### src/rtl/percept_neuron.sv
// Single perceptron: serial signed features -> weighted sum + bias -> binary decision, with optional learning-rule update.
// Latency: out_valid one cycle after the last feature is accepted; a training update adds N_INPUTS+1 cycles of busy.
// Backpressure: x_ready is high only while accumulating; start, w_wr and x_valid are ignored whenever they cannot be served.
module percept_neuron #(
  parameter int N_INPUTS = 8,
  parameter int DATA_W   = 8,
  parameter int WEIGHT_W = 16,
  parameter int ACC_W    = 28,
  parameter int ADDR_W   = 4
) (
  input  logic                clk,
  input  logic                nRst,
  input  logic                start,
  input  logic                train,
  input  logic                target,
  input  logic                x_valid,
  input  logic [DATA_W-1:0]   x_data,
  output logic                x_ready,
  input  logic                w_wr,
  input  logic [ADDR_W-1:0]   w_addr,
  input  logic [WEIGHT_W-1:0] w_data,
  output logic [WEIGHT_W-1:0] w_rd_data,
  output logic                busy,
  output logic                out_valid,
  output logic                out_y,
  output logic [ACC_W-1:0]    acc_out,
  output logic                updated
);

  typedef enum logic [1:0] {S_IDLE, S_ACCUM, S_DECIDE, S_UPDATE} state_t;

  // Address of the bias slot and of the final weight, sized to the index width
  localparam logic [ADDR_W-1:0] LP_BIAS = ADDR_W'(N_INPUTS);
  localparam logic [ADDR_W-1:0] LP_LAST = ADDR_W'(N_INPUTS - 1);
  localparam int                PROD_W  = WEIGHT_W + DATA_W;

  state_t                      r_state;
  logic [ADDR_W-1:0]           r_idx;
  logic signed [WEIGHT_W-1:0]  r_w    [0:N_INPUTS];  // slot N_INPUTS holds the bias
  logic signed [DATA_W-1:0]    r_xbuf [0:N_INPUTS];  // top slot is never written by a sample
  logic signed [ACC_W-1:0]     r_acc;
  logic                        r_train;
  logic                        r_target;
  logic                        r_out_valid;
  logic                        r_out_y;
  logic [ACC_W-1:0]            r_acc_out;
  logic                        r_updated;
  logic [WEIGHT_W-1:0]         r_rd_data;

  logic signed [PROD_W-1:0]    w_wext;
  logic signed [PROD_W-1:0]    w_xext;
  logic signed [PROD_W-1:0]    w_prod;
  logic signed [ACC_W-1:0]     w_prod_ext;
  logic signed [ACC_W-1:0]     w_bias_ext;
  logic signed [WEIGHT_W:0]    w_cur_ext;
  logic signed [WEIGHT_W:0]    w_xbuf_ext;
  logic signed [WEIGHT_W:0]    w_step;
  logic signed [WEIGHT_W:0]    w_sum;
  logic signed [WEIGHT_W-1:0]  w_sat;
  logic                        w_y;

  // Operands widened to the full product width so the multiply never truncates
  assign w_wext     = {{DATA_W{r_w[r_idx][WEIGHT_W-1]}}, r_w[r_idx]};
  assign w_xext     = {{WEIGHT_W{x_data[DATA_W-1]}}, x_data};
  assign w_prod     = w_wext * w_xext;
  assign w_prod_ext = {{(ACC_W-PROD_W){w_prod[PROD_W-1]}}, w_prod};
  assign w_bias_ext = {{(ACC_W-WEIGHT_W){r_w[N_INPUTS][WEIGHT_W-1]}}, r_w[N_INPUTS]};

  // Learning step: one guard bit detects overflow, then clamp to the weight range
  assign w_cur_ext  = {r_w[r_idx][WEIGHT_W-1], r_w[r_idx]};
  assign w_xbuf_ext = {{(WEIGHT_W+1-DATA_W){r_xbuf[r_idx][DATA_W-1]}}, r_xbuf[r_idx]};
  assign w_step     = (r_idx == LP_BIAS) ? (WEIGHT_W+1)'(1) : w_xbuf_ext;
  assign w_sum      = r_target ? (w_cur_ext + w_step) : (w_cur_ext - w_step);
  assign w_sat      = (w_sum[WEIGHT_W] != w_sum[WEIGHT_W-1])
                      ? (w_sum[WEIGHT_W] ? {1'b1, {(WEIGHT_W-1){1'b0}}} : {1'b0, {(WEIGHT_W-1){1'b1}}})
                      : w_sum[WEIGHT_W-1:0];

  assign w_y = ~r_acc[ACC_W-1];

  assign x_ready   = (r_state == S_ACCUM);
  assign busy      = (r_state != S_IDLE);
  assign out_valid = r_out_valid;
  assign out_y     = r_out_y;
  assign acc_out   = r_acc_out;
  assign updated   = r_updated;
  assign w_rd_data = r_rd_data;

  // Control FSM: accumulate samples, decide, then optionally walk the update sequence
  always_ff @(posedge clk or negedge nRst) begin
    if (!nRst) begin
      r_state     <= S_IDLE;
      r_idx       <= '0;
      r_acc       <= '0;
      r_train     <= 1'b0;
      r_target    <= 1'b0;
      r_out_valid <= 1'b0;
      r_out_y     <= 1'b0;
      r_acc_out   <= '0;
      r_updated   <= 1'b0;
      for (int i = 0; i <= N_INPUTS; i++) r_xbuf[i] <= '0;
    end else begin
      r_out_valid <= 1'b0;
      case (r_state)
        S_IDLE: begin
          if (start) begin
            r_state  <= S_ACCUM;
            r_acc    <= w_bias_ext;
            r_idx    <= '0;
            r_train  <= train;
            r_target <= target;
          end
        end
        S_ACCUM: begin
          if (x_valid) begin
            r_acc         <= r_acc + w_prod_ext;
            r_xbuf[r_idx] <= $signed(x_data);
            if (r_idx == LP_LAST) begin
              r_idx   <= '0;
              r_state <= S_DECIDE;
            end else begin
              r_idx <= r_idx + 1'b1;
            end
          end
        end
        S_DECIDE: begin
          r_out_valid <= 1'b1;
          r_out_y     <= w_y;
          r_acc_out   <= r_acc;
          r_idx       <= '0;
          if (r_train && (w_y != r_target)) begin
            r_updated <= 1'b1;
            r_state   <= S_UPDATE;
          end else begin
            r_updated <= 1'b0;
            r_state   <= S_IDLE;
          end
        end
        default: begin
          if (r_idx == LP_BIAS) begin
            r_idx   <= '0;
            r_state <= S_IDLE;
          end else begin
            r_idx <= r_idx + 1'b1;
          end
        end
      endcase
    end
  end

  // Weight store: host writes only while idle, learning writes one slot per update cycle
  always_ff @(posedge clk or negedge nRst) begin
    if (!nRst) begin
      for (int i = 0; i <= N_INPUTS; i++) r_w[i] <= '0;
    end else if (r_state == S_IDLE) begin
      if (w_wr && (w_addr <= LP_BIAS)) r_w[w_addr] <= $signed(w_data);
    end else if (r_state == S_UPDATE) begin
      r_w[r_idx] <= w_sat;
    end
  end

  // Registered host read of whatever the store holds now; unmapped addresses read zero
  always_ff @(posedge clk or negedge nRst) begin
    if (!nRst) begin
      r_rd_data <= '0;
    end else begin
      r_rd_data <= (w_addr <= LP_BIAS) ? r_w[w_addr] : '0;
    end
  end

endmodule

### config.mk
export PLATFORM = sky130hd
export DESIGN_NAME = percept_neuron
export DESIGN_NICKNAME = d
export VERILOG_FILES = /design/src/rtl/percept_neuron.sv
export SDC_FILE = /design/constraint.sdc
export NUM_CORES = 1
export LEC_CHECK = 0
export ABC_CLOCK_PERIOD_IN_PS = 18250
export CAP_MARGIN = 30
export CORE_MARGIN = 2
export CORE_UTILIZATION = 45
export CTS_BUF_LIST = sky130_fd_sc_hd__clkbuf_4 sky130_fd_sc_hd__clkbuf_8 sky130_fd_sc_hd__clkbuf_16
export CTS_CLUSTER_SIZE = 20
export DETAILED_ROUTE_END_ITERATION = 8
export GPL_TIMING_DRIVEN = 0
export PLACE_DENSITY = 0.59
export SLEW_MARGIN = 40
export SYNTH_ARGS = -nofsm -noshare
export SYNTH_HDL_FRONTEND = slang
export SYNTH_SLANG_ARGS = --single-unit
### constraint.sdc
create_clock -name clk -period 18.25 [get_ports clk]
set_clock_uncertainty 0.05 [all_clocks]
set_input_delay 3.65 -clock clk [delete_from_list [all_inputs] [get_ports clk]]
set_output_delay 3.65 -clock clk [all_outputs]
set_load 0.05 [all_outputs]
==> flow_metrics.env, run 1 <==
export IMPL_ys_warn_count=0
export IMPL_synth_seq_cells=299
export IMPL_place_hpwl_um=67800
export IMPL_wl_per_cell_um=28.7
export IMPL_synth_net_count=2618
export IMPL_maxSlewViolCount=0
export IMPL_first_pass_iters=6
export IMPL_worstSetupPathType="primary input to register"
export IMPL_gp_congestion=1.05
export IMPL_crit_required_ns=18.70
export IMPL_viasPerCell=6.41
export IMPL_holdPathEnd="updated"
export IMPL_maxCapViolations=0
export IMPL_drc_errors=0
export IMPL_routed_wl_um=91400
export IMPL_track_usage_pct=35.2
export IMPL_synthMuxAreaShare_pct=11.0
export IMPL_worst_r2r_path_depth=24
export IMPL_gr_total_overflow=0
export IMPL_netlist_area_um2=22700
export IMPL_row_count=82
export IMPL_synth_area_per_cell_um2=9.65
export IMPL_via_count=20397
export IMPL_reg2reg_from="r_idx[0]"
export IMPL_io_pin_count=84
export IMPL_setup_tns_ns=0
export IMPL_synth_simple_area_share_pct=13.3
export IMPL_hold_buffers=0
export IMPL_min_path_cells=1
export IMPL_synth_top_family_by_area="adder cells"
export IMPL_synthXorXnorAreaFrac_pct=2.02
export IMPL_ys_async_sr_fraction_pct=100
export IMPL_synth_ff_type="dfrtp_1"
export IMPL_cp_start_kind="primary input"
export IMPL_ctsRootBufferMaster="clkbuf_16"
export IMPL_syn2layout_area_growth_pct=14.4
export IMPL_worstMarginPinSlew_ns=1.03
export IMPL_cts_buffers=39
export IMPL_drt_iter0_drc=2292
export IMPL_cts_max_level=2
export IMPL_setup_violations=0
export IMPL_end_kind="register"
export IMPL_hold_violations=0
export IMPL_die_w_um=229
export IMPL_final_setup_worst_slack_ns=8.07
export IMPL_yosysSeqAreaShare_pct=33.0
export IMPL_synthAdderAreaFrac_pct=17.9
export IMPL_drive_gt1_share_pct=12.7
export IMPL_postCtsSetupBuffers=0
export IMPL_arrival_ns=10.63
export IMPL_insertion_delay_ns=0.60
export IMPL_min_from="updated"
export IMPL_synth_cell_types=83
export IMPL_die_area_um2=52200
export IMPL_min_path_type="register to register"
export IMPL_slew_headroom_pct=31.3
export IMPL_synth_edf_count=0
export IMPL_clkSlewWorstSetupHoldPaths_ns=0.05
export IMPL_syn_inst=2353
export IMPL_status="completed"
export IMPL_cts_buffer_depth=3
export IMPL_grt_first_pass_wirelength_um=136000
export IMPL_cts_resized=0
export IMPL_placement_setup_worst_slack_ns=7.63
export IMPL_fin_crit_sh_pct=55.8
export IMPL_grt_max_degree=74
export IMPL_clock_sinks=299
export IMPL_r2r_end="r_acc[27]"
export IMPL_tritoncts="done"
export IMPL_final_nets=2749
export IMPL_fp_dieH_um=229
export IMPL_initial_core_util_pct=45.4
export IMPL_grt_antenna_before_repair=1
export IMPL_antennaDiodeCount=0
export IMPL_grt_pass1_vias=20637
export IMPL_crit_fanout=12
export IMPL_port_buffers=82
export IMPL_rrSetupSlack_ns=8.68
export IMPL_min_period_ns=10.18
export IMPL_ant_nets=0
export IMPL_core_area_um2=50000
export IMPL_synth_compound_area_share_pct=17.6
export IMPL_clock_fmax_mhz=98.2
export IMPL_fin_util_pct=52.0
export IMPL_rsz0062_at_grt="false"
[flip-flops by register name, indices dropped and copies added, names as in the netlist, 2 cells and up]
register and count:
r_w 144, r_state 2, r_idx 4, r_acc 28, acc_out 28, r_xbuf 72
w_rd_data 16
[metrics by stage]
stage / hold slack (ns) / std cells / area (um^2)
after floorplan: 0.392 / 2353 / 22700
after global placement: 0.409 / 3107 / 24400
after detailed placement: 0.416 / 3114 / 24700
after CTS: 0.430 / 3182 / 25900
after global routing: 0.444 / 3183 / 26000
final: 0.423 / 3183 / 26000
[cell type report]
type,count,area [um^2]
multi-input combinational,1755,14200
buffer,163,704
tap,672,841
clock buffer,55,1160
fill,4649,24000
inverter,136,510
timing repair buffer,90,968
clock inverter,13,130
sequential,299,7480
[kinds of logic after synthesis]
kind of cell | Yosys count
AO/OA/AOI/OAI | 637
XOR/XNOR | 48
adder cells (fa/ha/maj) | 239
buffers and inverters | 299
flip-flops | 299
multiplexers | 174
AND/OR/NAND/NOR | 657
[critical path, cell delays in order]
cell             delay [ns]
clkdlybuf4s50_1        0.66
clkbuf_1               0.53
and2_1                 0.70
fa_1                   0.56
fa_1                   0.50
fa_1                   0.56
fa_1                   0.42
ha_1                   0.30
ha_1                   0.34
and2_1                 0.25
nand2_1                0.11
a211oi_1               0.60
o2111a_1               0.30
nor2_1                 0.09
o311ai_0               0.54
a21oi_1                0.17
xor2_1                 0.16
o21ai_0                0.14
[synth_stat cells (12+ instances only)]
cell type | count | area share [%]
a21o_1 | 17 | 0.56
clkbuf_1 | 104 | 1.7
a31oi_1 | 82 | 2.3
mux2i_1 | 50 | 2.2
nand2b_1 | 12 | 0.33
o22ai_1 | 112 | 3.1
a211oi_1 | 20 | 0.66
mux4_2 | 52 | 5.2
mux2_2 | 70 | 3.5
a221o_1 | 13 | 0.57
xor2_1 | 16 | 0.62
dfrtp_1 | 299 | 33
and2_1 | 97 | 2.7
nand2_1 | 264 | 4.4
nor2_1 | 168 | 2.8
buf_2 | 25 | 0.55
a21oi_1 | 113 | 2.5
a22oi_1 | 29 | 0.96
nor3_1 | 33 | 0.73
inv_1 | 134 | 2.2
ha_1 | 85 | 4.7
o21ai_0 | 156 | 3.4
buf_1 | 29 | 0.48
nor2b_1 | 15 | 0.41
xnor2_1 | 30 | 1.2
fa_1 | 145 | 13
nor4_1 | 17 | 0.47
[cell usage in the layout (no fill, tap or decap), types with 15 or more instances in the layout]
| master | instances |
|---|---|
| and2_1 | 96 |
| a21o_1 | 17 |
| nor3_1 | 33 |
| o21ai_0 | 156 |
| a21oi_1 | 104 |
| buf_2 | 35 |
| mux2_2 | 70 |
| clkdlybuf4s50_1 | 81 |
| clkbuf_16 | 39 |
| xor2_1 | 15 |
| fa_1 | 145 |
| clkbuf_2 | 17 |
| dfrtp_1 | 299 |
| xnor2_1 | 29 |
| inv_1 | 134 |
| a22oi_1 | 29 |
| a211oi_1 | 20 |
| nor4_1 | 15 |
| mux2i_1 | 50 |
| buf_1 | 19 |
| ha_1 | 85 |
| nor2b_1 | 15 |
| nand2_1 | 264 |
| a31oi_1 | 82 |
| mux4_2 | 52 |
| o22ai_1 | 105 |
| clkbuf_1 | 89 |
| nor2_1 | 166 |
[worst max-delay path by stage]
stage	startpoint	end	slack (ns)	depth (start not counted)
2_1_floorplan	x_data[0]	r_acc[27]	9.52	20
6_report	x_data[1]	r_acc[26]	8.07	18
5_1_grt	x_data[0]	r_acc[27]	7.87	19
3_5_place_dp	x_data[1]	r_acc[26]	7.63	18
4_1_cts	x_data[1]	r_acc[26]	8.20	18
3_3_place_gp	nRst	r_acc[17]	-0.03	1
[metal layers]
layer  global-route usage, %  vias to the layer above  wire length [um]
li1                        -                     8630                 -
met1                    44.6                    10138             34200
met2                    55.5                     1254             41400
met3                    6.89                      375              9030
met4                    22.5                        0              6820
met5                       0                        -                 0
Power of run 1 is not shown: default switching activity piles up to over one toggle a cycle in this logic, so the estimate is an artifact.
==> run 2: changes to the inputs <==
ABC_CLOCK_PERIOD_IN_PS = 9000   (was 18250)
PLACE_DENSITY = 0.61   (was 0.59)
clock period = 9 ns   (was 18.25 ns; I/O delays follow)
==> flow_metrics.env, run 2 (same netlist as run 1, synthesis figures left out) <==
export IMPL_first_pass_iters=6
export IMPL_rsz0062_at_grt="false"
export IMPL_final_nets=2745
export IMPL_ctsRootBufferMaster="clkbuf_16"
export IMPL_cp_start_kind="register"
export IMPL_drt_iter0_drc=2227
export IMPL_clock_fmax_mhz=115
export IMPL_largest_register="r_w"
export IMPL_min_path_type="register to register"
export IMPL_syn2layout_area_growth_pct=14.3
export IMPL_tritoncts="done"
export IMPL_setup_tns_ns=0
export IMPL_routed_wl_um=86200
export IMPL_worstMarginPinSlew_ns=0.974
export IMPL_place_hpwl_um=67500
export IMPL_clkSlewWorstSetupHoldPaths_ns=0.06
export IMPL_status="completed"
export IMPL_reg2reg_from="r_idx[2]"
export IMPL_initial_core_util_pct=45.4
export IMPL_postCtsSetupBuffers=0
export IMPL_layout_common_cells="299 x dfrtp_1, 264 x nand2_1, 167 x nor2_1, 156 x o21ai_0, 145 x fa_1"
export IMPL_reg_largest_list="r_w (144), r_xbuf (72)"
export IMPL_cts_buffer_depth=3
export IMPL_setup_violations=0
export IMPL_cts_buffers=37
export IMPL_grt_first_pass_wirelength_um=130000
export IMPL_die_w_um=229
export IMPL_arrival_ns=9.10
export IMPL_grt_pass1_vias=20399
export IMPL_row_count=82
export IMPL_cts_max_level=2
export IMPL_final_cell_area_um2=25900
export IMPL_fin_cells=3180
export IMPL_drive_gt1_share_pct=11.9
export IMPL_wl_per_cell_um=27.1
export IMPL_drc_errors=0
export IMPL_crit_required_ns=9.39
export IMPL_final_common_cell="dfrtp_1"
export IMPL_io_pin_count=84
export IMPL_port_buffers=82
export IMPL_crit_fanout=10
export IMPL_slew_headroom_pct=35.1
export IMPL_fp_dieH_um=229
export IMPL_place_area_um2=24600
export IMPL_hold_buffers=0
export IMPL_antennaDiodeCount=0
export IMPL_clock_sinks=299
export IMPL_dp_cells=3113
export IMPL_worstSetupPathType="register to register"
export IMPL_insertion_delay_ns=0.59
export IMPL_min_from="acc_out[27]"
export IMPL_gr_total_overflow=0
export IMPL_min_period_ns=8.72
export IMPL_gp_congestion=1.01
export IMPL_nFillCells=4605
export IMPL_die_area_um2=52200
export IMPL_fin_crit_sh_pct=96.9
export IMPL_startpoint="r_idx[2]"
export IMPL_hold_violations=0
export IMPL_grt_max_degree=79
export IMPL_maxCapViolations=0
export IMPL_core_area_um2=50000
export IMPL_maxSlewViolCount=0
export IMPL_track_usage_pct=33.2
export IMPL_ant_nets=0
export IMPL_grt_antenna_before_repair=1
export IMPL_via_count=19861
export IMPL_largest_reg_flops=144
export IMPL_end_kind="register"
export IMPL_viasPerCell=6.25
[run 2: cell type report]
cell class	instances	area [um^2]	area share, %
inverters	136	510	1.97
clock inverters	23	280	1.08
plain buffers	162	681	2.62
clock buffers	44	997	3.84
well taps	672	841	3.24
repair buffers	89	963	3.71
flip-flops and latches	299	7480	28.8
multi-input cells	1755	14200	54.7
[run 2: path summary, 6_finish.rpt]
kind                       slack, ns           end  cells after the start
max                             0.28     r_acc[25]                     26
min                             0.42   acc_out[27]                      2
max reg2reg                     0.28     r_acc[25]                     26
min reg2reg                     0.42   acc_out[27]                      2
max in group asynchronous       6.74  w_rd_data[5]                      3
min in group asynchronous       1.04   acc_out[18]                      1
[run 2: repair_timing]
action / in CTS / in global routing
gates resized for setup: 0 / 4
endpoints found under the setup margin: 1 / 3
pin swaps: 0 / 0
[run 2: per-stage QoR]
stage	hold WS (ns)	util, %	worst slack [ns]
global route	0.452	51.9	0.0394
finish	0.422	51.9	0.283
CTS	0.425	51.8	0.152
floorplan	0.392	-	1.97
global placement	0.408	48.7	-7.50
detailed placement	0.412	49.3	0.00790
[run 2: routing by layer]
layer  GRT usage (%)  routed length, um
met4            16.6               4450
met1            43.3              34500
met5               0                  0
met2            54.2              40800
met3            4.85               6510
[run 2: critical path: stages, from the launching register on]
cell      delay [ns]
dfrtp_1         0.36
buf_2           0.31
nor2b_1         0.16
buf_2           0.22
clkbuf_2        0.47
clkbuf_1        0.50
nand2_1         0.12
o21ai_0         0.09
o21ai_0         0.12
a21oi_2         0.61
nand2_1         0.17
fa_1            0.53
fa_1            0.50
inv_1           0.05
fa_1            0.51
fa_1            0.44
fa_1            0.41
ha_1            0.36
a21o_1          0.25
or3_1           0.34
a31oi_1         0.35
o41ai_2         0.21
a311oi_1        0.37
o21bai_1        0.21
a41oi_1         0.53
xnor2_1         0.18
o21ai_0         0.09
Power of run 2 is left out for the same reason.
